### src/rtl/lsm_address_generator_pkg.sv
// Shared definitions for the LDM/STM address sequencer: FSM state encoding,
// address step and instruction-register field positions.
package lsm_address_generator_pkg;

  typedef enum logic [1:0] {
    ST_IDLE = 2'd0,
    ST_CALC = 2'd1,
    ST_XFER = 2'd2,
    ST_DONE = 2'd3
  } lsm_state_e;

  localparam int ADDR_STEP = 4;

  localparam int P_BIT     = 24;
  localparam int U_BIT     = 23;
  localparam int W_BIT     = 21;
  localparam int RLIST_MSB = 15;

endpackage : lsm_address_generator_pkg

### src/rtl/lsm_address_generator_popcount16.sv
// Combinational population count of a 16-bit register list (result 0..16).
module popcount16 (
  input  logic [15:0] i_data,
  output logic [4:0]  o_count
);

  // NOTE: blocking assignments are correct here: this is combinational
  // accumulation, and o_count is given a default first so no latch is inferred.
  always_comb begin
    o_count = '0;
    for (int i = 0; i < 16; i++) begin
      o_count = o_count + {4'd0, i_data[i]};
    end
  end

endmodule : popcount16

### src/rtl/lsm_address_generator.sv
// LDM/STM memory-address sequencer: start address, per-transfer stepping and
// base write-back value. Optional abort input enabled by macro LSM_ABORT_EN.
module lsm_address_generator
  import lsm_address_generator_pkg::*;
#(
  parameter int ADDR_W = 32
) (
  input  logic              CLK,
  input  logic              RST_N,
  input  logic              LSM_START,
  input  logic [31:0]       IR,
  input  logic [ADDR_W-1:0] BASE,
`ifdef LSM_ABORT_EN
  input  logic              LSM_ABORT,
`endif
  input  logic              LSM_NEXT,
  output logic [ADDR_W-1:0] LSM_ADDR,
  output logic              LSM_XFER,
  output logic              LSM_LAST,
  output logic [ADDR_W-1:0] LSM_WB_VALUE,
  output logic              LSM_WB_EN,
  output logic              LSM_DONE,
  output logic              LSM_BUSY
);

  localparam logic [ADDR_W-1:0] STEP = ADDR_W'(ADDR_STEP);

  lsm_state_e          r_state;
  logic [ADDR_W-1:0]   r_base;
  logic                r_p;
  logic                r_u;
  logic                r_w;
  logic [RLIST_MSB:0]  r_rlist;
  logic [4:0]          r_remaining;
  logic [ADDR_W-1:0]   r_addr;
  logic [ADDR_W-1:0]   r_wb_value;
  logic                r_xfer;
  logic                r_last;
  logic                r_wb_en;
  logic                r_done;
  logic                r_busy;

  logic [4:0]          w_count;
  logic [ADDR_W-1:0]   w_span;
  logic [ADDR_W-1:0]   w_start_addr;
  logic [ADDR_W-1:0]   w_wb_value;
  logic                w_abort;
  logic                w_unused_ir;

`ifdef LSM_ABORT_EN
  assign w_abort = LSM_ABORT;
`else
  assign w_abort = 1'b0;
`endif

  // Only P, U, W and the register list matter to address generation.
  assign w_unused_ir = ^{IR[31:25], IR[22], IR[20:16]};

  popcount16 u_popcount (
    .i_data  (r_rlist),
    .o_count (w_count)
  );

  // Lowest register always sits at the lowest address, so every mode
  // reduces to a start offset from BASE followed by ascending steps.
  always_comb begin
    w_span = {{(ADDR_W-7){1'b0}}, w_count, 2'b00};
    unique case ({r_p, r_u})
      2'b01:   w_start_addr = r_base;
      2'b11:   w_start_addr = r_base + STEP;
      2'b00:   w_start_addr = r_base - w_span + STEP;
      default: w_start_addr = r_base - w_span;
    endcase
    w_wb_value = r_u ? (r_base + w_span) : (r_base - w_span);
  end

  // NOTE: all state and registered outputs use non-blocking assignments so
  // every register samples pre-edge values regardless of statement order.
  always_ff @(posedge CLK or negedge RST_N) begin
    if (!RST_N) begin
      r_state     <= ST_IDLE;
      r_base      <= '0;
      r_p         <= 1'b0;
      r_u         <= 1'b0;
      r_w         <= 1'b0;
      r_rlist     <= '0;
      r_remaining <= '0;
      r_addr      <= '0;
      r_wb_value  <= '0;
      r_xfer      <= 1'b0;
      r_last      <= 1'b0;
      r_wb_en     <= 1'b0;
      r_done      <= 1'b0;
      r_busy      <= 1'b0;
    end else begin
      r_done  <= 1'b0;
      r_wb_en <= 1'b0;
      case (r_state)
        ST_IDLE: begin
          if (LSM_START) begin
            r_base  <= BASE;
            r_p     <= IR[P_BIT];
            r_u     <= IR[U_BIT];
            r_w     <= IR[W_BIT];
            r_rlist <= IR[RLIST_MSB:0];
            r_busy  <= 1'b1;
            r_state <= ST_CALC;
          end
        end

        ST_CALC: begin
          if (w_abort) begin
            r_busy  <= 1'b0;
            r_state <= ST_IDLE;
          end else begin
            r_addr      <= w_start_addr;
            r_wb_value  <= w_wb_value;
            r_remaining <= w_count;
            if (w_count == 5'd0) begin
              r_done  <= 1'b1;
              r_wb_en <= r_w;
              r_state <= ST_DONE;
            end else begin
              r_xfer  <= 1'b1;
              r_last  <= (w_count == 5'd1);
              r_state <= ST_XFER;
            end
          end
        end

        ST_XFER: begin
          if (w_abort) begin
            r_xfer  <= 1'b0;
            r_last  <= 1'b0;
            r_busy  <= 1'b0;
            r_state <= ST_IDLE;
          end else if (LSM_NEXT) begin
            r_addr      <= r_addr + STEP;
            r_remaining <= r_remaining - 5'd1;
            if (r_remaining == 5'd1) begin
              r_xfer  <= 1'b0;
              r_last  <= 1'b0;
              r_done  <= 1'b1;
              r_wb_en <= r_w;
              r_state <= ST_DONE;
            end else begin
              // LAST flags the transfer that will leave one remaining.
              r_last <= (r_remaining == 5'd2);
            end
          end
        end

        ST_DONE: begin
          r_busy  <= 1'b0;
          r_state <= ST_IDLE;
        end

        default: r_state <= ST_IDLE;
      endcase
    end
  end

  assign LSM_ADDR     = r_addr;
  assign LSM_XFER     = r_xfer;
  assign LSM_LAST     = r_last;
  assign LSM_WB_VALUE = r_wb_value;
  assign LSM_WB_EN    = r_wb_en;
  assign LSM_DONE     = r_done;
  assign LSM_BUSY     = r_busy;

endmodule : lsm_address_generator

### config.mk
export PLATFORM = sky130hd
export DESIGN_NAME = lsm_address_generator
export DESIGN_NICKNAME = d
export VERILOG_FILES = /design/src/rtl/lsm_address_generator_pkg.sv /design/src/rtl/lsm_address_generator_popcount16.sv /design/src/rtl/lsm_address_generator.sv
export SDC_FILE = /design/constraint.sdc
export NUM_CORES = 1
export LEC_CHECK = 0
export CAP_MARGIN = 20
export CORE_MARGIN = 1.5
export CORE_UTILIZATION = 30
export CTS_CLUSTER_DIAMETER = 200
export DETAILED_ROUTE_END_ITERATION = 8
export GPL_ROUTABILITY_DRIVEN = 0
export PLACE_DENSITY = 0.6
export REMOVE_ABC_BUFFERS = 1
export SYNTH_ARGS = -nofsm -noshare
export SYNTH_HDL_FRONTEND = slang
export SYNTH_HIERARCHICAL = 1
export SYNTH_SLANG_ARGS = --single-unit
### constraint.sdc
create_clock -name CLK -period 9.8 [get_ports CLK]
set_input_delay 1.96 -clock CLK [delete_from_list [all_inputs] [get_ports CLK]]
set_output_delay 1.96 -clock CLK [all_outputs]
set_load 0.03 [all_outputs]
==> metrics.md, run 1 <==
| Metric | Value |
|---|---|
| Syn Inst Count | `around 1,100` |
| Main flop type after synthesis | `dfrtp_1` |
| Die ar. | `~33,000 um2` |
| Residual DRC | `0` |
| CP Data Required Time | `about 10 ns` |
| Setup TNS | `0 ns` |
| Max_slew headroom | `a little over a quarter` |
| Mux contribution to synthesized area | `between 10 and 15%` |
| Async S/R FF share, synth | `100%` |
| I/O pin total | `roughly 140` |
| Clock-pin slew on the worst setup and hold paths | `~0.05 ns` |
| DRT Pass-1 Iters | `5` |
| Core Area | `31,500 um2` |
| Final setup fails | `0` |
| TritonCTS Buffers | `17` |
| Total wire length | `28,100 um` |
| Die Y | `between 150 and 200 um` |
| Register area share after synthesis | `between 30% and 40%` |
| Yosys top cell area share | `~33%` |
| CTS Sinks | `127` |
| Tightest Pin Transition | `around 1.1 ns` |
| Synth Area in XOR/XNOR | `~7.4%` |
| Crit path time final | `around 7.5 ns` |
| Final Hold Fails | `0` |
| Longest Clk Path Bufs | `2` |
| Mean Syn Cell Area | `roughly 8.7 um2` |
| Status | `finished, final reports clean` |
| Initial Utilization | `between 30% and 40%` |
| Netlist cell types | `80` |
| Critical path peak fanout | `11` |
| ANT cells | `0` |
| Max-slew violations | `0` |
| HPWL Detailed | `roughly 21,000 um` |
| WL/cell | `17.6 um` |
| GRT Residual Overflow | `0` |
| Warnings, synthesis | `6` |
| Global-route wire length before repair | `46,000 um` |
| Total track usage | `roughly 18%` |
| Root Buffer | `clkbuf_16` |
| Layout cells sized above 1 | `about an eighth` |
| Latest clock arrival within the worst-skew pair | `around 0.43 ns` |
| Vias/cell | `~5.3` |
| Final #Nets | `1,288` |
| # rows | `65` |
| Max-Cap Viols | `0` |
| Buffers on Ports | `between 100 and 150` |
| P&R area growth vs syn | `22.3%` |
| Min-delay worst type | `register to register` |
| Post-CTS Resized | `0` |
| Initial antenna violation count | `0` |
| Vias in the first global route | `between 8,000 and 9,000` |
| Commonest cells after routing, fill and taps aside | `dfrtp_1, clkdlybuf4s50_1, a21oi_1` |
| Final Cycle Share | `76.2%` |
| Most common cell after layout, fill and taps aside | `dfrtp_1` |
| Crit Path Category | `register to register` |
| Synth Cell Area | `9580 um2` |
| Vias | `between 8,000 and 9,000` |
| Synth Area in Simple Gates | `~20%` |
| CTS Hold Buffers Added | `0` |
| Crit. End Element | `register` |
| RSZ-0062 raised after global routing | `no` |
| Largest family of logic cells by synthesized area | `simple AND/OR/NAND/NOR gates` |
| Area share of fa/ha/maj cells after synthesis | `approximately 6.2%` |
| Area contributors post-synth | `dfrtp_1, mux2_2, a21oi_1` |
| Die width | `182 um` |
| Worst Skew | `about 0.009 ns` |
| FMAX | `approximately 130 MHz` |
| First DRT Iteration DRCs | `712` |
| EDFF count, synth | `0` |
| Largest net degree at the start of global routing | `67` |
| Compound-Gate Fraction of Synth Area | `17.2%` |
| Synth area leader | `dfrtp_1` |
| CTS tree | `built` |
| Post-CTS Setup Bufs | `0` |
| Critical Path AT | `7.76 ns` |
| Antenna Violating Nets Remaining | `0` |
| Flops & latches, synth | `approximately 130` |
| Nature of the critical path startpoint | `register` |
| Htree depth | `4` |
[cell families after synthesis]
group | Yosys count
AO/OA/AOI/OAI | 264
XOR/XNOR | 81
adder cells (fa/ha/maj) | 40
buffers and inverters | 128
flip-flops | 127
multiplexers | 95
AND/OR/NAND/NOR | 363
[sequential cells by signal, summed over array words and instances, names as in the netlist]
| signal | cells |
|---|---|
| LSM_ADDR | 32 |
| LSM_BUSY | 1 |
| LSM_DONE | 1 |
| LSM_LAST | 1 |
| LSM_WB_EN | 1 |
| LSM_WB_VALUE | 32 |
| LSM_XFER | 1 |
| r_base | 32 |
| r_p | 1 |
| r_remaining | 5 |
| r_rlist | 16 |
| r_state | 2 |
| r_u | 1 |
| r_w | 1 |
[final cells by class]
class | count | area (um2)
clock inverter | 10 | 111
multi-input combinational | 843 | 5920
timing repair buffer | 135 | 1320
clock buffer | 22 | 474
tap | 402 | 503
fill | 3144 | 19800
inverter | 56 | 210
sequential | 127 | 3180
[worst max-delay path: stages, from the launching register on]
cell	delay [ns]
dfrtp_1	0.33
inv_1	0.06
fa_1	0.51
fa_1	0.54
fa_1	0.52
fa_1	0.48
inv_1	0.07
ha_1	0.17
inv_1	0.06
fa_1	0.40
nor2b_1	0.13
o21a_1	0.19
inv_1	0.09
ha_1	0.43
a21oi_2	0.30
nand2_1	0.28
or4_1	0.52
a222oi_1	0.53
nand4_1	0.42
or2_1	0.40
xor2_1	0.18
a2111oi_0	0.58
o21ai_1	0.14
[cell usage after synthesis, drive strengths merged, types with 4 or more instances]
| master | number |
|---|---|
| o31ai | 9 |
| o2111ai | 4 |
| or3 | 12 |
| o22ai | 19 |
| or4 | 14 |
| buf | 18 |
| inv | 55 |
| fa | 12 |
| o21ai | 61 |
| a21oi | 89 |
| xor2 | 33 |
| nor3 | 33 |
| nor4 | 22 |
| a31oi | 16 |
| and2 | 8 |
| mux2 | 84 |
| mux2i | 11 |
| xnor2 | 48 |
| nand2 | 80 |
| dfrtp | 127 |
| nand3 | 34 |
| nor2 | 71 |
| clkbuf | 54 |
| and4 | 4 |
| o31a | 4 |
| ha | 28 |
| a21o | 8 |
| nand4 | 27 |
| or2 | 12 |
| nor2b | 11 |
| nand2b | 8 |
| and3 | 20 |
| a211oi | 7 |
[through the flow]
step	hold slack (ns)	cells	utilization [%]	area, um2	worst slack (ns)
after floorplan	0.460	1026	-	9300	3.13
after global placement	0.482	1563	35.4	11100	2.48
after detailed placement	0.493	1563	35.4	11100	2.46
after CTS	0.505	1595	37.2	11700	2.43
after global routing	0.515	1595	37.2	11700	1.95
final	0.503	1595	37.2	11700	2.33
[metal layers]
metal,share of wire (%),GRT usage [%],wire [um]
met5,0,0,0
met4,1.5,5.33,410
met3,5.7,3.21,1600
met2,45,27.3,12700
met1,48,24.7,13500
[path summary, 6_finish.rpt]
path,cells past startpoint,from,to,slack [ns]
hold / removal,1,r_rlist[13],r_rlist[13],0.50
min in group asynchronous,1,RST_N,r_rlist[1],1.51
hold reg to reg,1,r_rlist[13],r_rlist[13],0.50
max in group asynchronous,2,RST_N,r_base[31],6.98
setup / recovery,22,r_rlist[0],LSM_ADDR[15],2.33
setup reg to reg,22,r_rlist[0],LSM_ADDR[15],2.33
Power of run 1 is left out: the tool's default activity adds up to more than one toggle a clock period on the data nets, which glitch-free logic cannot reach.
==> run 2: changes to the inputs <==
Settings changed: PLACE_DENSITY 0.6 to 0.62.
Clock period 9.8 ns to 6.8 ns, I/O delays scaled along.
==> metrics.md, run 2 (synthesis gave the netlist of run 1 again) <==
| Metric | Value |
|---|---|
| Crit. End Element | `register` |
| P&R area growth vs syn | `25.6%` |
| Cells along the critical path | `inv_1, fa_1, fa_1, fa_1, fa_1, inv_1, ha_1, inv_1, fa_2, xnor2_2, inv_1, ha_1, o211a_1, a21boi_1, buf_12, or4_1, a222oi_1, buf_4, nand4_2, or4_4, o31a_1, nor3_2, o31a_1` |
| Die Y | `182 um (unchanged)` |
| Most common cell after layout, fill and taps aside | `dfrtp_1` |
| Global-route wire length before repair | `46,100 um (about the same)` |
| Commonest cells after routing, fill and taps aside | `dfrtp_1, clkdlybuf4s50_1, a21oi_1` |
| # rows | `65 (unchanged)` |
| Final Hold Fails | `0 (unchanged)` |
| Critical Path AT | `6.88 ns (-0.88 ns)` |
| TritonCTS Buffers | `17 (unchanged)` |
| Die ar. | `33,000 um2 (unchanged)` |
| Buffers on Ports | `123 (unchanged)` |
| Layout cells sized above 1 | `16.2% (+3.2 points)` |
| Total track usage | `17.6% (+0.074 points)` |
| First DRT Iteration DRCs | `861 (+21%)` |
| Antenna Violating Nets Remaining | `0 (unchanged)` |
| Crit Path Category | `register to register` |
| Initial Utilization | `30.4% (unchanged)` |
| Htree depth | `4 (unchanged)` |
| Placed instance area | `11,400 um2 (+2.1%)` |
| CP delay by family, top | `adder cells` |
| Min-delay worst type | `register to register` |
| Vias | `8,669 (+1.6%)` |
| Final Cycle Share | `95.8% (+20 points)` |
| Placed cells | `1,592 (+1.9%)` |
| CTS Hold Buffers Added | `0 (unchanged)` |
| Status | `finished, final reports clean` |
| Residual DRC | `0 (unchanged)` |
| Fin cells | `1,625 (+1.9%)` |
| CTS tree | `built` |
| Worst stage delay on the critical path | `0.61 ns (+0.03 ns)` |
| CP max stage cell | `or4_4` |
| Final #Nets | `1,319 (+2.4%)` |
| Root Buffer | `clkbuf_16` |
| Max-slew violations | `0 (unchanged)` |
| Critical path peak fanout | `17 (+6)` |
| Worst Skew | `0.0106 ns (+0.00179 ns)` |
| Clock-pin slew on the worst setup and hold paths | `0.05 ns (about the same)` |
| FMAX | `153 MHz (+15%)` |
| Setup TNS | `0 ns (unchanged)` |
| Max_slew headroom | `38.6% (+12 points)` |
| RSZ-0062 raised after global routing | `no` |
| HPWL Detailed | `21,100 um (+1.3%)` |
| CP Data Required Time | `7.16 ns (-2.93 ns)` |
| Crit path time final | `6.52 ns (-0.955 ns)` |
| # fillers | `3,068 (-2.4%)` |
| Design area | `12,000 um2 (+2.7%)` |
| Core Area | `31,500 um2 (unchanged)` |
| Largest net degree at the start of global routing | `68 (+1.5%)` |
| Vias in the first global route | `8,493 (+2.1%)` |
| DRT Pass-1 Iters | `6 (+1)` |
| Latest clock arrival within the worst-skew pair | `0.43 ns (about the same)` |
| Nature of the critical path startpoint | `register` |
| WL/cell | `17.4 um (-1.2%)` |
| Die width | `182 um (unchanged)` |
| CTS Sinks | `127 (unchanged)` |
| Total wire length | `28,300 um (+0.62%)` |
| Vias/cell | `5.33 (-0.28%)` |
| ANT cells | `0 (unchanged)` |
| I/O pin total | `137 (unchanged)` |
| Tightest Pin Transition | `0.917 ns (-0.166 ns)` |
| Max-Cap Viols | `0 (unchanged)` |
| Longest Clk Path Bufs | `2 (unchanged)` |
| Final setup fails | `0 (unchanged)` |
| Initial antenna violation count | `0 (unchanged)` |
| GRT Residual Overflow | `0 (unchanged)` |
| Bufs and invs on worst path | `6 (+2)` |
[run 2: changes by cell type in the layout (fill, tap and decap cells not counted), moves of 2 or more]
cell,change
clkinvlp_4,-2
a2111oi_2,+2
buf_4,+28
clkbuf_8,-2
clkbuf_1,-2
clkinv_2,+4
[run 2: worst paths after layout]
kind,end,cells past startpoint,startpoint,slack (ns)
max,LSM_ADDR[26],23,r_rlist[11],0.28
max reg2reg,LSM_ADDR[26],23,r_rlist[11],0.28
min,r_w,1,r_w,0.50
max in group asynchronous,r_rlist[14],2,RST_N,4.56
min reg2reg,r_w,1,r_w,0.50
min in group asynchronous,LSM_WB_VALUE[30],1,RST_N,0.89
[run 2: timing repair]
item                                    4_1_cts  5_1_grt
resized for setup                             0       13
setup buffers                                 0        1
endpoints found under the setup margin        0       12
[run 2: cell type report]
type,instances,area (um2),share of cell area [%]
clock buffers,18,439,3.65
clock inverters,13,146,1.22
inverters,56,210,1.75
multi-input cells,843,5980,49.7
flip-flops and latches,127,3180,26.4
well taps,402,503,4.18
repair buffers,166,1580,13.1
[run 2: through the flow]
stage	utilization (%)	hold slack (ns)	setup slack (ns)
final	38.2	0.497	0.283
after global routing	38.2	0.513	0.00300
after CTS	38.0	0.501	0.0789
after detailed placement	36.1	0.489	0.0994
after global placement	36.1	0.483	0.0433
after floorplan	-	0.460	0.134
[run 2: routing by layer]
layer,global-route usage (%),up-vias,wire (um)
met1,24.8,4129,13600
met2,27.1,301,12600
met4,5.83,0,548
met3,3.39,41,1520
li1,-,4198,-
met5,0,-,0
Power of run 2 is left out for the same reason.
==> run 3: changes to the inputs <==
Settings changed: CTS_CLUSTER_SIZE from default to 25, PLACE_DENSITY 0.62 to 0.57.
==> metrics.md, run 3 (synthesis gave the netlist of run 1 again) <==
| Metric | Value |
|---|---|
| Design area | `12,000 um2 (-0.21%)` |
| Die width | `182 um (unchanged)` |
| Max-slew violations | `0 (unchanged)` |
| CTS tree | `built` |
| TritonCTS Buffers | `17 (unchanged)` |
| Longest Clk Path Bufs | `2 (unchanged)` |
| Crit Reg-Reg Endpoint | `LSM_ADDR[26]` |
| Top sig layer | `met4` |
| Vias | `8,687 (+0.21%)` |
| Crit Path Category | `register to register` |
| Largest net degree at the start of global routing | `66 (-2.9%)` |
| Crit. End Element | `register` |
| I/O pin total | `137 (unchanged)` |
| Residual DRC | `0 (unchanged)` |
| Min-delay worst type | `register to register` |
| Hold Startpoint | `r_base[1]` |
| GRT Residual Overflow | `0 (unchanged)` |
| Worst Skew | `0.00805 ns (-0.00256 ns)` |
| Initial Utilization | `30.4% (unchanged)` |
| Max-Cap Viols | `0 (unchanged)` |
| Hold Path Sink | `LSM_ADDR[1]` |
| Htree depth | `4 (unchanged)` |
| Global-route wire length before repair | `46,600 um (+1.2%)` |
| # rows | `65 (unchanged)` |
| Commonest cells after routing, fill and taps aside | `dfrtp_1, clkdlybuf4s50_1, a21oi_1` |
| Latest clock arrival within the worst-skew pair | `0.43 ns (about the same)` |
| FMAX | `154 MHz (+0.29%)` |
| P&R area growth vs syn | `25.3%` |
| Final Hold Fails | `0 (unchanged)` |
| R2R depth | `22 (-4.3%)` |
| Total track usage | `17.9% (+0.29 points)` |
| Nature of the critical path startpoint | `register` |
| HPWL Detailed | `21,600 um (+2.4%)` |
| R2r setup slk | `0.30 ns (+0.02 ns)` |
| Status | `finished, final reports clean` |
| # fillers | `3,139 (+2.3%)` |
| Hold Crit Depth | `2 (+1)` |
| Initial antenna violation count | `0 (unchanged)` |
| R2r startpoint | `r_rlist[5]` |
| Die ar. | `33,000 um2 (unchanged)` |
| Placed instance area | `11,400 um2 (+0.13%)` |
| Post-Route M1 WL | `14,000 um (+2.9%)` |
| Antenna Violating Nets Remaining | `0 (unchanged)` |
| WL/cell | `17.9 um (+2.7%)` |
| Root Buffer | `clkbuf_16` |
| DRT Pass-1 Iters | `4 (-2)` |
| ANT cells | `0 (unchanged)` |
| First DRT Iteration DRCs | `574 (-33%)` |
| Critical Path AT | `6.86 ns (-0.02 ns)` |
| Total wire length | `29,200 um (+3.1%)` |
| Metal2 WL | `13,200 um (+5.4%)` |
| Clock-pin slew on the worst setup and hold paths | `0.06 ns (about the same)` |
| Most common cell after layout, fill and taps aside | `dfrtp_1` |
| Critical path peak fanout | `8 (-9)` |
| CTS Sinks | `127 (unchanged)` |
| Vias/cell | `5.33 (-0.16%)` |
| Buffers on Ports | `123 (unchanged)` |
| Vias in the first global route | `8,368 (-1.5%)` |
| Final setup fails | `0 (unchanged)` |
| Crit path time final | `6.50 ns (-0.0188 ns)` |
| Final Cycle Share | `95.6% (-0.28 points)` |
| Met3 routed WL | `1480 um (-3.0%)` |
| Setup TNS | `0 ns (unchanged)` |
| Fin util | `38.2% (-0.079 points)` |
| Die Y | `182 um (unchanged)` |
| Max_slew headroom | `37.7% (-0.93 points)` |
| Tightest Pin Transition | `0.931 ns (+0.0139 ns)` |
| Layout cells sized above 1 | `15.9% (-0.24 points)` |
| Final #Nets | `1,324 (+0.38%)` |
| CP Data Required Time | `7.17 ns (about the same)` |
| Core Area | `31,500 um2 (unchanged)` |
==> run 3: changes by cell type in the layout (fill, tap and decap cells not counted), sizes merged <==
| cell | before | now |
|---|---|---|
| clkinv | 10 | 4 |
| bufinv | 3 | 1 |
| clkbuf | 18 | 27 |
| buf | 44 | 49 |
==> run 3: area by class of cell <==
type	instances	area (um2)	area share [%]
sequential	127	3180	26.5
inverter	56	210	1.75
clock inverter	5	52.6	0.438
clock buffer	27	513	4.27
multi-input combinational	843	5950	49.6
tap	402	503	4.19
timing repair buffer	171	1600	13.3
==> run 3: worst max path at each step <==
stage | startpoint | slack [ns] | cells after the start | end
after floorplan | r_rlist[0] | 0.13 | 22 | LSM_ADDR[15]
after global placement | r_rlist[0] | 0.06 | 23 | LSM_ADDR[15]
after detailed placement | r_rlist[5] | 0.06 | 23 | LSM_ADDR[15]
after CTS | r_rlist[0] | 0.0004 | 23 | LSM_ADDR[15]
after global routing | r_rlist[5] | -0.02 | 24 | LSM_ADDR[30]
final | r_rlist[5] | 0.30 | 22 | LSM_ADDR[26]
==> run 3: stage by stage <==
stage	cells	setup slack [ns]	hold WS, ns
4_1_cts	1628	0.000428	0.505
3_3_place_gp	1596	0.0559	0.482
3_5_place_dp	1596	0.0596	0.492
5_1_grt	1631	-0.0227	0.513
2_1_floorplan	1026	0.134	0.460
6_report	1631	0.302	0.503
==> run 3: per-layer routing <==
metal	global-route usage, %	vias to the layer above
met5	0	-
met4	5.03	0
met3	3.57	33
met2	27.7	238
met1	25.4	4212
li1	-	4204
==> run 3: timing repair <==
item | in CTS | in global routing
setup endpoints to repair | 0 | 17
hold buffers | 0 | 0
buffers inserted | 0 | 3
gates resized for setup | 0 | 11
==> run 3: critical path: stages (launching register included) <==
cell and delay, ns:
dfrtp_1 0.34, inv_1 0.06, fa_1 0.49, fa_1 0.56, fa_1 0.45, fa_1 0.48, inv_1 0.06, ha_2 0.17
inv_1 0.05, fa_2 0.37, xnor2_2 0.16, inv_1 0.08, ha_1 0.30, o211a_1 0.24, a21boi_1 0.16, buf_4 0.18
or4_1 0.52, a222oi_1 0.41, nand2_1 0.18, or4_4 0.57, o31a_1 0.27, nor3_2 0.19, o31a_1 0.14
Power of run 3 is left out for the same reason.
